==> config.mk <==
export PLATFORM = sky130hd
export DESIGN_NAME = xor_stream_unit
export DESIGN_NICKNAME = d
export VERILOG_FILES = /design/src/rtl/xor_stream_pkg.sv /design/src/rtl/xor_lane.sv /design/src/rtl/xor_stream_unit.sv
export SDC_FILE = /design/constraint.sdc
export NUM_CORES = 1
export LEC_CHECK = 0
export CAP_MARGIN = 20
export CORE_MARGIN = 3
export CORE_UTILIZATION = 50
export CTS_BUF_LIST = sky130_fd_sc_hd__clkbuf_8
export CTS_CLUSTER_SIZE = 30
export DETAILED_ROUTE_END_ITERATION = 6
export DONT_BUFFER_PORTS = 1
export PLACE_DENSITY = 0.69
export SLEW_MARGIN = 20
export SYNTH_ARGS = -nofsm -noshare
export SYNTH_HDL_FRONTEND = slang
export SYNTH_SLANG_ARGS = --single-unit
==> constraint.sdc <==
create_clock -name clk -period 3.3 [get_ports clk]
set_input_delay 0.33 -clock clk [delete_from_list [all_inputs] [get_ports clk]]
set_output_delay 0.33 -clock clk [all_outputs]
set_load 0.02 [all_outputs]
==> src/rtl/xor_stream_pkg.sv <==
// Shared definitions for the xor_stream_unit: beat mode encodings and lane slicing.
package xor_stream_pkg;

  localparam logic [1:0] MODE_XOR  = 2'd0;
  localparam logic [1:0] MODE_ACC  = 2'd1;
  localparam logic [1:0] MODE_CLR  = 2'd2;
  localparam logic [1:0] MODE_HOLD = 2'd3;

  // LSB position of lane 'lane' inside a packed LANES*WIDTH vector.
  function automatic int unsigned lane_lsb(input int unsigned lane, input int unsigned width);
    return lane * width;
  endfunction

endpackage

==> src/rtl/xor_lane.sv <==
// One independent lane: computes a^b, optionally folded into its own running
// XOR accumulator. The result is combinational; the top registers it.
module xor_lane
  import xor_stream_pkg::*;
#(
  parameter int WIDTH = 8
) (
  input  logic             clk,
  input  logic             rst,
  input  logic [WIDTH-1:0] a,
  input  logic [WIDTH-1:0] b,
  input  logic [1:0]       mode,
  input  logic             accept,
  output logic [WIDTH-1:0] result
);

  logic [WIDTH-1:0] acc;
  logic [WIDTH-1:0] x;

  assign x = a ^ b;

  // Per-mode result; HOLD ignores the operands and exposes the accumulator.
  always_comb begin
    result = x;
    case (mode)
      MODE_XOR:  result = x;
      MODE_ACC:  result = acc ^ x;
      MODE_CLR:  result = x;
      MODE_HOLD: result = acc;
      default:   result = x;
    endcase
  end

  // Accumulator only moves on an accepted ACC or CLR beat; both store the new result.
  always_ff @(posedge clk) begin
    if (rst) begin
      acc <= '0;
    end else if (accept && (mode == MODE_ACC || mode == MODE_CLR)) begin
      acc <= result;
    end
  end

endmodule

==> src/rtl/xor_stream_unit.sv <==
// Multi-lane XOR / running-checksum unit with valid/ready on both sides and a
// single registered output stage (1-cycle latency, full throughput).
module xor_stream_unit
  import xor_stream_pkg::*;
#(
  parameter int WIDTH = 8,
  parameter int LANES = 2,
  parameter int CNT_W = 8
) (
  input  logic                   clk,
  input  logic                   rst,
  input  logic                   in_valid,
  output logic                   in_ready,
  input  logic [LANES*WIDTH-1:0] in_a,
  input  logic [LANES*WIDTH-1:0] in_b,
  input  logic [1:0]             in_mode,
  output logic                   out_valid,
  input  logic                   out_ready,
  output logic [LANES*WIDTH-1:0] out_f,
  output logic [LANES-1:0]       out_par,
  output logic [CNT_W-1:0]       out_cnt
);

  localparam logic [CNT_W-1:0] CNT_MAX = {CNT_W{1'b1}};

  logic                   accept;
  logic [LANES*WIDTH-1:0] next_f;
  logic [CNT_W-1:0]       next_cnt;

  // Blocked during reset so nothing is accepted while state is being cleared.
  assign in_ready = !rst && (!out_valid || out_ready);
  assign accept   = in_valid && in_ready;

  for (genvar i = 0; i < LANES; i++) begin : g_lane
    xor_lane #(
      .WIDTH (WIDTH)
    ) u_lane (
      .clk    (clk),
      .rst    (rst),
      .a      (in_a[lane_lsb(i, WIDTH) +: WIDTH]),
      .b      (in_b[lane_lsb(i, WIDTH) +: WIDTH]),
      .mode   (in_mode),
      .accept (accept),
      .result (next_f[lane_lsb(i, WIDTH) +: WIDTH])
    );

    assign out_par[i] = ^out_f[lane_lsb(i, WIDTH) +: WIDTH];
  end

  // Beat counter value for the incoming beat: CLR restarts at 1, others saturate upward.
  always_comb begin
    next_cnt = out_cnt;
    if (in_mode == MODE_CLR) begin
      next_cnt = CNT_W'(1);
    end else if (out_cnt != CNT_MAX) begin
      next_cnt = out_cnt + CNT_W'(1);
    end
  end

  // Output stage: load on accept, drop valid on a fire without a new beat.
  // out_f deliberately keeps its last value when valid drops.
  always_ff @(posedge clk) begin
    if (rst) begin
      out_valid <= 1'b0;
      out_f     <= '0;
      out_cnt   <= '0;
    end else if (accept) begin
      out_valid <= 1'b1;
      out_f     <= next_f;
      out_cnt   <= next_cnt;
    end else if (out_ready) begin
      out_valid <= 1'b0;
    end
  end

endmodule

# Word-level counts from Yosys, hierarchy flattened
# Index checks and enable logic that the tools add are counted.
# classes
eq_ne	4
n_addsub	1
reduce_logical	14
bitwise	4
n_mux	6
# ops
operator	n
case mux 8 bit (3 select lines)	2
bitwise XOR 8 bit	4
2-to-1 mux 8 bit	2
XOR reduction 8 bit	2
adder 8 x 1 -> 8 bit (second input constant)	1
inequality test 8 bit (second input constant)	1
equality test 2 bit (second input constant)	2
nonzero test 2 bit	2
logical AND 1 bit	3
equality test 2 x 1 -> 1 bit (second input constant)	1
logical NOT 1 bit	2
logical NOT 2 bit	1
logical OR 1 bit	2
2-to-1 mux 1 bit	2
AND reduction 2 bit	1
OR reduction 2 bit	1
# word_totals
regBits	41
out_inout_bits	28
inputBits	38

# Longest topological paths before layout
# Gate-level depths: netlist of the first run.
# depth
word_depth	5
ltp_mapped	8
mapped_depth_nobuf	6

# By module
# Synthesis of the first run repeated with hierarchy kept, for this count alone.
# hier_totals
cells_unflattened	334
hier_area_um2	2802.7
# modules_own_cells
module	cells_per_inst	area_each_um2	instances
xor_stream_unit	138	1161.1	1
xor_lane (g_lane[1].u_lane)	98	823.3	1
xor_lane (g_lane[0].u_lane)	98	818.3	1

# Worst setup path before layout of the first run
# OpenSTA, ideal clock, no wires.
# synth_path
path_type	reg2reg
start	reg out_cnt[0]
end	reg out_cnt[5]
n_path_buf	0
path_slack_ns	1.672
path_stages_with_launch	6
setup_ns	0.119
period_less_slack_ns	1.628
arrival_ns	1.509
required_time_ns	3.181
cell_sequence	dfxtp_1 > ha_1 > nand3_1 > nor3_1 > nor3_1 > o221a_2
# synth_via
elab_chain_cells	3
word_cells_on_any_way	6
cone_classes	add/sub: 1; eq/ne: 1; mux: 2; reduce/logical: 2
# synth_rtl
item	line_no	rtl
start, declared	xor_stream_unit.sv:21	output logic [CNT_W-1:0] out_cnt
start signal, assigned	xor_stream_unit.sv:70	out_cnt <= next_cnt;
adder 8 x 1 -> 8 bit or inequality test 8 bit (tied branches)	xor_stream_unit.sv:56, xor_stream_unit.sv:55	
2-to-1 mux 8 bit or nonzero test 2 bit (tied branches)	--	
2-to-1 mux 8 bit or AND reduction 2 bit (tied branches)	--	
# Several ways; a longest one is shown, not always the timed one. The select of a mux whose other input is x is not followed.
# A chain may end at the register's enable or synchronous reset.

# Final worst setup path of the first run
# layout_path
start	reg out_valid
end	reg out_f[13]
# layout_via
elab_chain_cells	4
# layout_rtl
item	line_no	rtl
start, declared	xor_stream_unit.sv:17	output logic out_valid,
start signal, assigned	xor_stream_unit.sv:64	out_valid <= 1'b0;
start signal, assigned	xor_stream_unit.sv:68	out_valid <= 1'b1;
start signal, assigned	xor_stream_unit.sv:72	out_valid <= 1'b0;
logical NOT 1 bit	xor_stream_unit.sv:31	assign in_ready = !rst && (!out_valid || out_ready);
logical OR 1 bit	xor_stream_unit.sv:31	
logical AND 1 bit	xor_stream_unit.sv:31	
logical AND 1 bit	xor_stream_unit.sv:32	assign accept = in_valid && in_ready;
end signal, assigned	xor_stream_unit.sv:69	out_f <= next_f;
end, declared	xor_stream_unit.sv:19	output logic [LANES*WIDTH-1:0] out_f,
# No other way between the ends.

==> results.md, run 1 <==
- Run status: complete, no violations
- Number of different library cells in the post-synthesis netlist: 40
- Die boundary height: 73.8 um
- Crit path time final: 2.01 ns
- Share of flip-flops with an asynchronous set or reset: 0
- Drc violations: 0
- Starting density of the core: 0.524
- Crit Path Max Fanout: 28
- Worst clock skew: 0.00495 ns
- Sum of overflow across all layers after global routing: 0
- Antenna violation net count after detailed routing: 0
- Clock Path Buffers: 2
- Area Overhead vs Synth: 5.72%
- Leakage: 0.907 nW
- Half-perimeter wire length of the detailed placement result: 3510 um
- Warnings from Yosys: 0
- Final Slew Violations: 0
- CP required: 3.51 ns
- Vias per inst: 5.89
- Pwr dens: 496 nW/um^2
- Clock latency of the later-clocked register in the worst-skew pair: 0.29 ns
- Vias: 1884
- Global-route met2 utilization: 0.271
- Worst Hold Margin: 0.0982 ns
- Vias in the first global route: 1629
- Critical path endpoint category: flop
- Top Ports: 66
- GR Layer Usage met1: 0.271
- Maximum vdd drop: 0.253 mV
- Total Power Consumption: 1.20 mW
- Buffers inserted during post-CTS setup optimization: 0
- Overall global routing resource usage: 0.188
- Most Crowded Layer GR: met1
- DR iter-0 viols: 165
- Sequential area share after synthesis: 0.357
- Std-Cell Rows: 24
- Area share of the leading cell type in the synthesized netlist: 0.357
- Clock H-tree levels: 2
- Die Span X: 73.8 um
- Number of antenna violations at the first check in global routing: 0
- Arrival time reported for the critical path endpoint: 2.21 ns
- Remaining max-slew budget at the tightest pin: 0.589
- Nets: 310
- Post-synth design cell area: 2300 sq um
- IO buf count: 0
- Cell taking the most area after synthesis: dfxtp_1
- Ratio of final minimum period to clock period: 0.608
- Die Footprint: 5440 sq um
- Reg2reg path depth: 5
- Unrepaired setup endpoints after global routing: false
- Mean instance size in the synthesized netlist: 8.35 sq um
- Commonest cells after routing, fill and taps aside: dfxtp_1 (41), a21oi_1 (34), xnor2_1 (28)
- Cell Count, Final, Fillers Out: 320
- Actual transition at the worst max-transition pin: 0.617 ns
- Total wire length: 5000 um
- Fraction of final layout cells sized beyond drive strength 1: 0.0634
- Root Buffer: clkbuf_8
- Antenna diode instance count: 0
- Endpoints failing setup: 0
- TritonCTS buffer count: 5
- Maximum number of pins on one net before global-route repair: 35
- Finished layout cell area: 2430 sq um
- Routed length per instance: 15.6 um
- Most common cell after layout, fill and taps aside: dfxtp_1
- Number of sinks on the clock net: 41
- Number of filler cells placed in the layout: 438
- Worst min path class: primary input to flop
- #FFs+latches synth: 41
- Summed negative setup slack over all endpoints: 0 ns
- Top post-synthesis cells by area: dfxtp_1 (36%), xnor2_1 (11%), a21oi_1 (7.4%)
- Wire length of the first global-routing pass: 7940 um
- Worst-path clk slew: 0.08 ns
- Number of buffers inserted for hold repair after clock tree synthesis: 0
- Classification of the worst setup path: flop to flop
- Post-Place Cell Area: 2310 sq um
- Instance count along the most critical hold path: 1
- Post-synthesis net count: 318
- Post_cts resized: 0
- First-pass iteration count of the detailed router: 5
- Post-placement cell count: 312
- Met3 global-route usage: 0.0575
- Clock tree from TritonCTS: built
- Top_reg_cell synth: dfxtp_1
- Count of max-cap constraint violations: 0
- Placer Congestion: 0.831
- Area of the core: 4380 sq um
- Cells after Synth: 275
- Kind of start point of the critical path: flop
- EDFF count, synth: 0
- Final hold violation count: 0
- Max frequency: 498 MHz
-- worst paths after layout --
| check | slack, ns | startpoint | end |
|---|---|---|---|
| max reg2reg | 1.29 | out_valid | out_f[13] |
| max | 1.29 | out_valid | out_f[13] |
| min reg2reg | 0.51 | g_lane[1].u_lane.acc[0] | g_lane[1].u_lane.acc[0] |
| min | 0.1 | rst | out_cnt[0] |
-- registers in the layout, summed over array words and instances (netlist names) --
signal             flops
out_cnt                8
out_f                 16
out_valid              1
g_lane.u_lane.acc     16
-- cell type report --
cell class              instances  area (sq um)  area share
clock buffers                   6          82.6      0.0340
flip-flops and latches         41           821       0.338
repair buffers                  5          37.5      0.0155
clock inverters                 2          37.5      0.0155
multi-input cells             210          1370       0.564
well taps                      52          65.1      0.0268
inverters                       4          15.0     0.00618
-- per-stage QoR --
step | util | setup WS, ns
3_5_place_dp | 0.527 | 1.29
4_1_cts | 0.554 | 1.25
3_3_place_gp | 0.527 | 1.39
6_report | 0.554 | 1.29
2_1_floorplan | - | 1.67
5_1_grt | 0.554 | 1.02
-- Yosys cell counts, types with 5 or more instances --
master    instances
buf_2             6
a211oi_1         16
clkbuf_1         12
a21o_1           16
a21oi_1          34
xnor2_1          28
ha_1              5
dfxtp_1          41
nand2b_1         13
nor2_1           22
nand3_1          19
o21ai_0          17
-- metal layers --
layer / vias to the layer above / part of all wire
met4: 0 / 0.0038
met5: - / 0
li1: 974 / -
met1: 849 / 0.48
met2: 59 / 0.45
met3: 2 / 0.069
-- cells by family after synthesis --
family | synth area share
xor+xnor | 0.114
buf+inv | 0.0463
compound gates | 0.275
flops | 0.357
simple gates | 0.180
fa+ha+maj | 0.0272
-- worst max-delay path, cell delays in order (launching register included) --
cell and delay, ns:
dfxtp_1 0.44, nor2b_1 0.35, or2_1 0.56, buf_4 0.36, nand3_1 0.10, o21ai_0 0.11
-- where the power goes --
group | leakage, nW | internal (mW) | switching (mW)
sequential | 0.334 | 0.522 | 0.0445
clock | 0.0574 | 0.246 | 0.176
combinational | 0.515 | 0.0896 | 0.126
total | 0.907 | 0.858 | 0.347
No activity file was read; power rests on OpenSTA's default activity.
==> run 2: changes to the inputs <==
- clock period: 3.3 -> 2.1 ns (I/O delays scaled with it)
==> run 2 against run 1 <==
Effect of this change: critical path depth fell by 1; first-iteration DRC count fell by 32%; design area increased by 2.1%; clock power is 54% higher; core utilization grew 1.1 points; register-to-register slack got worse by 0.98 ns; largest cell class unchanged; highest routed layer unchanged.
==> results.md, run 2 (same netlist as run 1, synthesis figures left out) <==
- Run status: complete, no violations (unchanged)
- Root Buffer: clkbuf_8 (unchanged)
- Die Span X: 73.8 um (unchanged)
- Total wire length: 5040 um (was 5000 um)
- IO buf count: 0 (unchanged)
- Half-perimeter wire length of the detailed placement result: 3590 um (was 3510 um)
- TritonCTS buffer count: 5 (unchanged)
- Layout Utilization: 0.565 (was 0.554)
- Actual transition at the worst max-transition pin: 0.792 ns (was 0.617 ns)
- Clock tree from TritonCTS: built (unchanged)
- Clock Path Buffers: 2 (unchanged)
- Arrival time reported for the critical path endpoint: 1.99 ns (was 2.21 ns)
- Final hold violation count: 0 (unchanged)
- Setup Slack @ Placement: 0.346 ns (was 1.29 ns)
- Endpoint of the lowest-slack register-to-register path: out_cnt[5] (was out_f[13])
- Unrepaired setup endpoints after global routing: false (unchanged)
- Die boundary height: 73.8 um (unchanged)
- Wire length of the first global-routing pass: 8050 um (was 7940 um)
- Post-placement cell count: 318 (was 312)
- Post-Place Cell Area: 2350 sq um (was 2310 sq um)
- Routed length per instance: 15.4 um (was 15.6 um)
- DR iter-0 viols: 112 (was 165)
- Max frequency: 559 MHz (was 498 MHz)
- Area of the core: 4380 sq um (unchanged)
- Antenna violation net count after detailed routing: 0 (unchanged)
- Vias in the first global route: 1705 (was 1629)
- Final Slew Violations: 0 (unchanged)
- Worst clock skew: 0.00623 ns (was 0.00495 ns)
- Post-route worst setup slack: 0.310 ns (was 1.29 ns)
- Ratio of final minimum period to clock period: 0.852 (was 0.608)
- Starting density of the core: 0.524 (unchanged)
- Sum of overflow across all layers after global routing: 0 (unchanged)
- Pwr dens: 762 nW/um^2 (was 496 nW/um^2)
- Nets: 317 (was 310)
- First-pass iteration count of the detailed router: 5 (unchanged)
- Finished layout cell area: 2480 sq um (was 2430 sq um)
- Start point of the worst min-delay path: in_valid (was rst)
- Reg-to-reg startpoint: out_cnt[7] (was out_valid)
- Destination of the worst hold path: out_valid (was out_cnt[0])
- Clock H-tree levels: 2 (unchanged)
- Reg2reg path depth: 4 (was 5)
- Met3 global-route usage: 0.0547 (was 0.0575)
- Most Crowded Layer GR: met1 (unchanged)
- Commonest cells after routing, fill and taps aside: dfxtp_1 (41), a21oi_1 (34), xnor2_1 (28) (unchanged)
- Kind of start point of the critical path: flop (unchanged)
- Std-Cell Rows: 24 (unchanged)
- Summed negative setup slack over all endpoints: 0 ns (unchanged)
- Maximum number of pins on one net before global-route repair: 33 (was 35)
- Reg2Reg Setup Slack: 0.31 ns (was 1.29 ns)
- Die Footprint: 5440 sq um (unchanged)
- Endpoints failing setup: 0 (unchanged)
- Vias: 1931 (was 1884)
- Worst Hold Margin: 0.0368 ns (was 0.0982 ns)
- Buffers inserted during post-CTS setup optimization: 0 (unchanged)
- Critical path endpoint category: flop (unchanged)
- Cell Count, Final, Fillers Out: 327 (was 320)
- Crit path time final: 1.79 ns (was 2.01 ns)
- Clock latency of the later-clocked register in the worst-skew pair: 0.30 ns (was 0.29 ns)
- CP required: 2.30 ns (was 3.51 ns)
- Global-route met2 utilization: 0.266 (was 0.271)
- Total Power Consumption: 1.89 mW (was 1.20 mW)
- Maximum vdd drop: 0.333 mV (was 0.253 mV)
- Placer Congestion: 0.763 (was 0.831)
- Remaining max-slew budget at the tightest pin: 0.470 (was 0.589)
- GR Layer Usage met1: 0.273 (was 0.271)
- Classification of the worst setup path: flop to flop (unchanged)
- Fraction of final layout cells sized beyond drive strength 1: 0.0836 (was 0.0634)
- Overall global routing resource usage: 0.192 (was 0.188)
- Worst-path clk slew: 0.08 ns (about the same)
- Drc violations: 0 (unchanged)
- Most common cell after layout, fill and taps aside: dfxtp_1 (unchanged)
- Vias per inst: 5.91 (was 5.89)
- Top Ports: 66 (unchanged)
- Area Overhead vs Synth: 7.90% (was 5.72%)
- Leakage: 0.940 nW (was 0.907 nW)
- Regs by FF count: g_lane.u_lane.acc x16, out_f x16, out_cnt x8 (unchanged)
- Instance count along the most critical hold path: 2 (was 1)
- Worst min path class: primary input to flop (unchanged)
- Crit Path Max Fanout: 6 (was 28)
- Number of antenna violations at the first check in global routing: 0 (unchanged)
- Antenna diode instance count: 0 (unchanged)
- Number of sinks on the clock net: 41 (unchanged)
- Count of max-cap constraint violations: 0 (unchanged)
==> run 2: cell types whose count changed in the layout (fill, tap and decap cells not counted) <==
cell and delta:
dlygate4sd3_1 +1, buf_4 +6, clkbuf_8 -1, clkinv_4 +1
==> run 2: what timing repair did <==
item | CTS | global route
endpoints found under the hold margin | 19 | 0
hold buffers | 1 | 0
gates resized for setup | 0 | 0
==> run 2: per-layer routing <==
layer	vias to the layer above	wire length, um
li1	985	-
met5	-	0
met4	0	105
met1	891	2470
met2	48	2160
met3	7	302
==> run 2: area by class of cell <==
| class | count | area (sq um) |
|---|---|---|
| Tap cell | 52 | 65.1 |
| Timing Repair Buffer | 12 | 92.6 |
| Inverter | 4 | 15.0 |
| Fill cell | 429 | 1910 |
| Multi-Input combinational cell | 210 | 1370 |
| Sequential cell | 41 | 821 |
| Clock buffer | 5 | 68.8 |
| Clock inverter | 3 | 46.3 |
==> run 2: how the worst max path moves through the flow <==
| stage | start | to | slack, ns | depth (start not counted) |
|---|---|---|---|---|
| 2_1_floorplan | out_cnt[0] | out_cnt[5] | 0.47 | 5 |
| 3_3_place_gp | out_cnt[7] | out_cnt[5] | 0.37 | 4 |
| 3_5_place_dp | out_valid | out_f[6] | 0.35 | 5 |
| 4_1_cts | out_f[6] | out_par[0] | 0.29 | 3 |
| 5_1_grt | out_valid | out_f[6] | 0.08 | 5 |
| 6_report | out_cnt[7] | out_cnt[5] | 0.31 | 4 |
==> run 2: critical path, stage by stage (launching register included) <==
cell     delay [ns]
dfxtp_1        0.52
nand4_1        0.30
nor3_1         0.51
nor3_1         0.11
o221a_2        0.26
==> run 2: power by group <==
part / total, mW / leakage [nW] / internal (mW) / switching (mW)
clock: 0.648 / 0.0543 / 0.356 / 0.292
combinational: 0.356 / 0.551 / 0.147 / 0.209
sequential: 0.885 / 0.334 / 0.821 / 0.0647
==> run 3: changes to the inputs <==
- ABC_AREA: not set -> 1
==> run 3 against run 2 <==
Effect of this change: combinational power is 17% higher; flip-flop and latch count stayed put; final cell count is 66% higher; clock power is 23% lower.
==> results.md, run 3 <==
- Worst Hold Margin: 0.0440 ns (was 0.0368 ns)
- Final Slew Violations: 0 (unchanged)
- Std-Cell Rows: 26 (was 24)
- Final hold violation count: 0 (unchanged)
- Overall global routing resource usage: 0.211 (was 0.192)
- Top_reg_cell synth: dfxtp_1 (unchanged)
- Worst min path class: primary input to flop (unchanged)
- Cell taking the most area after synthesis: dfxtp_1 (unchanged)
- Mean instance size in the synthesized netlist: 5.87 sq um (was 8.35 sq um)
- Critical path buffers and inverters: 0 (unchanged)
- Wire length of the first global-routing pass: 10800 um (was 8050 um)
- Clock H-tree levels: 2 (unchanged)
- Number of antenna violations at the first check in global routing: 0 (unchanged)
- Dominant cell by count in the synthesized netlist: nand2_1 (was dfxtp_1)
- Die Footprint: 6470 sq um (was 5440 sq um)
- Fraction of final layout cells sized beyond drive strength 1: 0.0423 (was 0.0836)
- Endpoints failing setup: 0 (unchanged)
- Nets: 515 (was 317)
- DR iter-0 viols: 140 (was 112)
- Vias in the first global route: 2389 (was 1705)
- Area of the core: 5240 sq um (was 4380 sq um)
- Summed negative setup slack over all endpoints: 0 ns (unchanged)
- Actual transition at the worst max-transition pin: 0.674 ns (was 0.792 ns)
- Run status: complete, no violations (unchanged)
- Routed length per instance: 11.9 um (was 15.4 um)
- Max frequency: 568 MHz (was 559 MHz)
- Worst-path clk slew: 0.08 ns (about the same)
- Sequential area share after synthesis: 0.296 (was 0.357)
- First-pass iteration count of the detailed router: 4 (was 5)
- Maximum vdd drop: 0.308 mV (was 0.333 mV)
- Critical path endpoint category: output pin (was flop)
- Drc violations: 0 (unchanged)
- Warnings from Yosys: 0 (unchanged)
- Number of different library cells in the post-synthesis netlist: 25 (was 40)
- Total wire length: 6490 um (was 5040 um)
- Crit path max-delay cell type: dfxtp_1 (unchanged)
- Cell Count, Final, Fillers Out: 543 (was 327)
- Starting density of the core: 0.529 (was 0.524)
- EDFF count, synth: 0 (unchanged)
- Die boundary height: 80.4 um (was 73.8 um)
- Post-synth design cell area: 2770 sq um (was 2300 sq um)
- Number of sinks on the clock net: 41 (unchanged)
- Post-placement cell count: 534 (was 318)
- Highest cell delay on the worst timing path: 0.52 ns (about the same)
- Unrepaired setup endpoints after global routing: false (unchanged)
- Count of max-cap constraint violations: 0 (unchanged)
- Area Overhead vs Synth: 5.29% (was 7.90%)
- Top cell types by occurrence after synthesis: nand2_1 (176), inv_1 (76), nand3_1 (75) (was dfxtp_1 (41), a21oi_1 (34), xnor2_1 (28))
- Pwr dens: 628 nW/um^2 (was 762 nW/um^2)
- Top Ports: 66 (unchanged)
- Top post-synthesis cells by area: dfxtp_1 (30%), nand2_1 (24%), nand3_1 (14%) (was dfxtp_1 (36%), xnor2_1 (11%), a21oi_1 (7.4%))
- Clock latency of the later-clocked register in the worst-skew pair: 0.30 ns (about the same)
- Ratio of final minimum period to clock period: 0.838 (was 0.852)
- Clock Path Buffers: 2 (unchanged)
- Total Power Consumption: 1.83 mW (was 1.89 mW)
- Series of cell instances along the critical path: xor2_1, xor2_1, nand2_1, nand2_1 (was nand4_1, nor3_1, nor3_1, o221a_2)
- Half-perimeter wire length of the detailed placement result: 4760 um (was 3590 um)
- Placer Congestion: 0.798 (was 0.763)
- Leakage: 1.58 nW (was 0.940 nW)
- Antenna diode instance count: 0 (unchanged)
- Worst clock skew: 0.0107 ns (was 0.00623 ns)
- Commonest cells after routing, fill and taps aside: nand2_1 (176), inv_1 (79), nand3_1 (75) (was dfxtp_1 (41), a21oi_1 (34), xnor2_1 (28))
- Area share of the leading cell type in the synthesized netlist: 0.296 (was 0.357)
- Remaining max-slew budget at the tightest pin: 0.551 (was 0.470)
- Clock tree from TritonCTS: built (unchanged)
- Crit path time final: 1.76 ns (was 1.79 ns)
- TritonCTS buffer count: 5 (unchanged)
- Arrival time reported for the critical path endpoint: 1.55 ns (was 1.99 ns)
- Sum of overflow across all layers after global routing: 0 (unchanged)
- Vias: 2714 (was 1931)
- Maximum number of pins on one net before global-route repair: 28 (was 33)
- Most common cell after layout, fill and taps aside: nand2_1 (was dfxtp_1)
- Classification of the worst setup path: flop to output pin (was flop to flop)
- Post-synthesis net count: 515 (was 318)
- Kind of start point of the critical path: flop (unchanged)
- Regs by FF count: g_lane.u_lane.acc x16, out_f x16, out_cnt x8 (unchanged)
- IO buf count: 0 (unchanged)
- #FFs+latches synth: 41 (unchanged)
- Antenna violation net count after detailed routing: 0 (unchanged)
- Vias per inst: 5.00 (was 5.91)
- Share of flip-flops with an asynchronous set or reset: 0 (unchanged)
- Cells after Synth: 472 (was 275)
- Critical path's top delay family: flip-flops (was simple AND/OR/NAND/NOR gates)
- CP required: 1.89 ns (was 2.30 ns)
- Crit Path Max Fanout: 3 (was 6)
- Die Span X: 80.4 um (was 73.8 um)
- Root Buffer: clkbuf_8 (unchanged)
==> run 3: cell types whose count changed after synthesis, moves of 10 or more <==
cell	change
nor2_1	-10
nand2_1	+174
xnor2_1	-18
nand2b_1	-13
a21o_1	-16
inv_1	+72
a211oi_1	-16
nand3_1	+56
==> run 3: through the flow <==
step / instance area (sq um) / utilization / setup WS, ns
floorplan: 2770 / - / 0.678
global placement: 2830 / 0.539 / 0.581
detailed placement: 2830 / 0.539 / 0.512
CTS: 2920 / 0.557 / 0.331
global route: 2920 / 0.557 / 0.259
finish: 2920 / 0.557 / 0.340
==> run 3: what timing repair did <==
item,in CTS,in global routing
endpoints found under the hold margin,2,0
hold buffers,1,0
endpoints found under the setup margin,0,0
setup buffers,0,0
resized for setup,0,0
==> run 3: final timing paths <==
check | from | to | slack [ns] | depth (start not counted)
hold reg to reg | g_lane[0].u_lane.acc[0] | g_lane[0].u_lane.acc[0] | 0.56 | 2
hold / removal | rst | g_lane[0].u_lane.acc[4] | 0.04 | 3
setup / recovery | out_f[4] | out_par[0] | 0.34 | 4
setup reg to reg | out_cnt[1] | out_cnt[7] | 0.48 | 9
==> run 3: final cells by class <==
cell class,count,area [sq um]
fillers,519,2320
well taps,70,87.6
inverters,80,300
clock inverters,3,11.3
multi-input cells,338,1580
clock buffers,5,68.8
flip-flops and latches,41,821
repair buffers,6,47.5
==> run 3: tightest hold or removal path: cells and delay by family <==
family | cells | cell delay [ns]
AND/OR/NAND/NOR | 1 | 0.04
AO/OA/AOI/OAI | 1 | 0.02
buffers and inverters | 1 | 0.03
==> run 3: logic make-up (layout without fill, tap and decap cells) <==
group           count (synthesis)  count (layout)  synth area share
compound gates                 45              45            0.0813
xor+xnor                       14              14            0.0443
fa+ha+maj                       5               5            0.0226
buf+inv                        93              94             0.133
flops                          41              41             0.296
simple gates                  274             274             0.422
==> run 3: report_power, final <==
part	internal, mW	switching (mW)
registers	0.827	0.0887
logic	0.148	0.269
clock network	0.222	0.277
total	1.20	0.634
==> run 3: per-layer routing <==
layer / vias up / global-route usage / share of wire
met3: 4 / 0.0661 / 0.076
met2: 65 / 0.351 / 0.45
li1: 1461 / - / -
met4: 0 / 0.0456 / 0.0074
met1: 1184 / 0.267 / 0.47
met5: - / 0 / 0
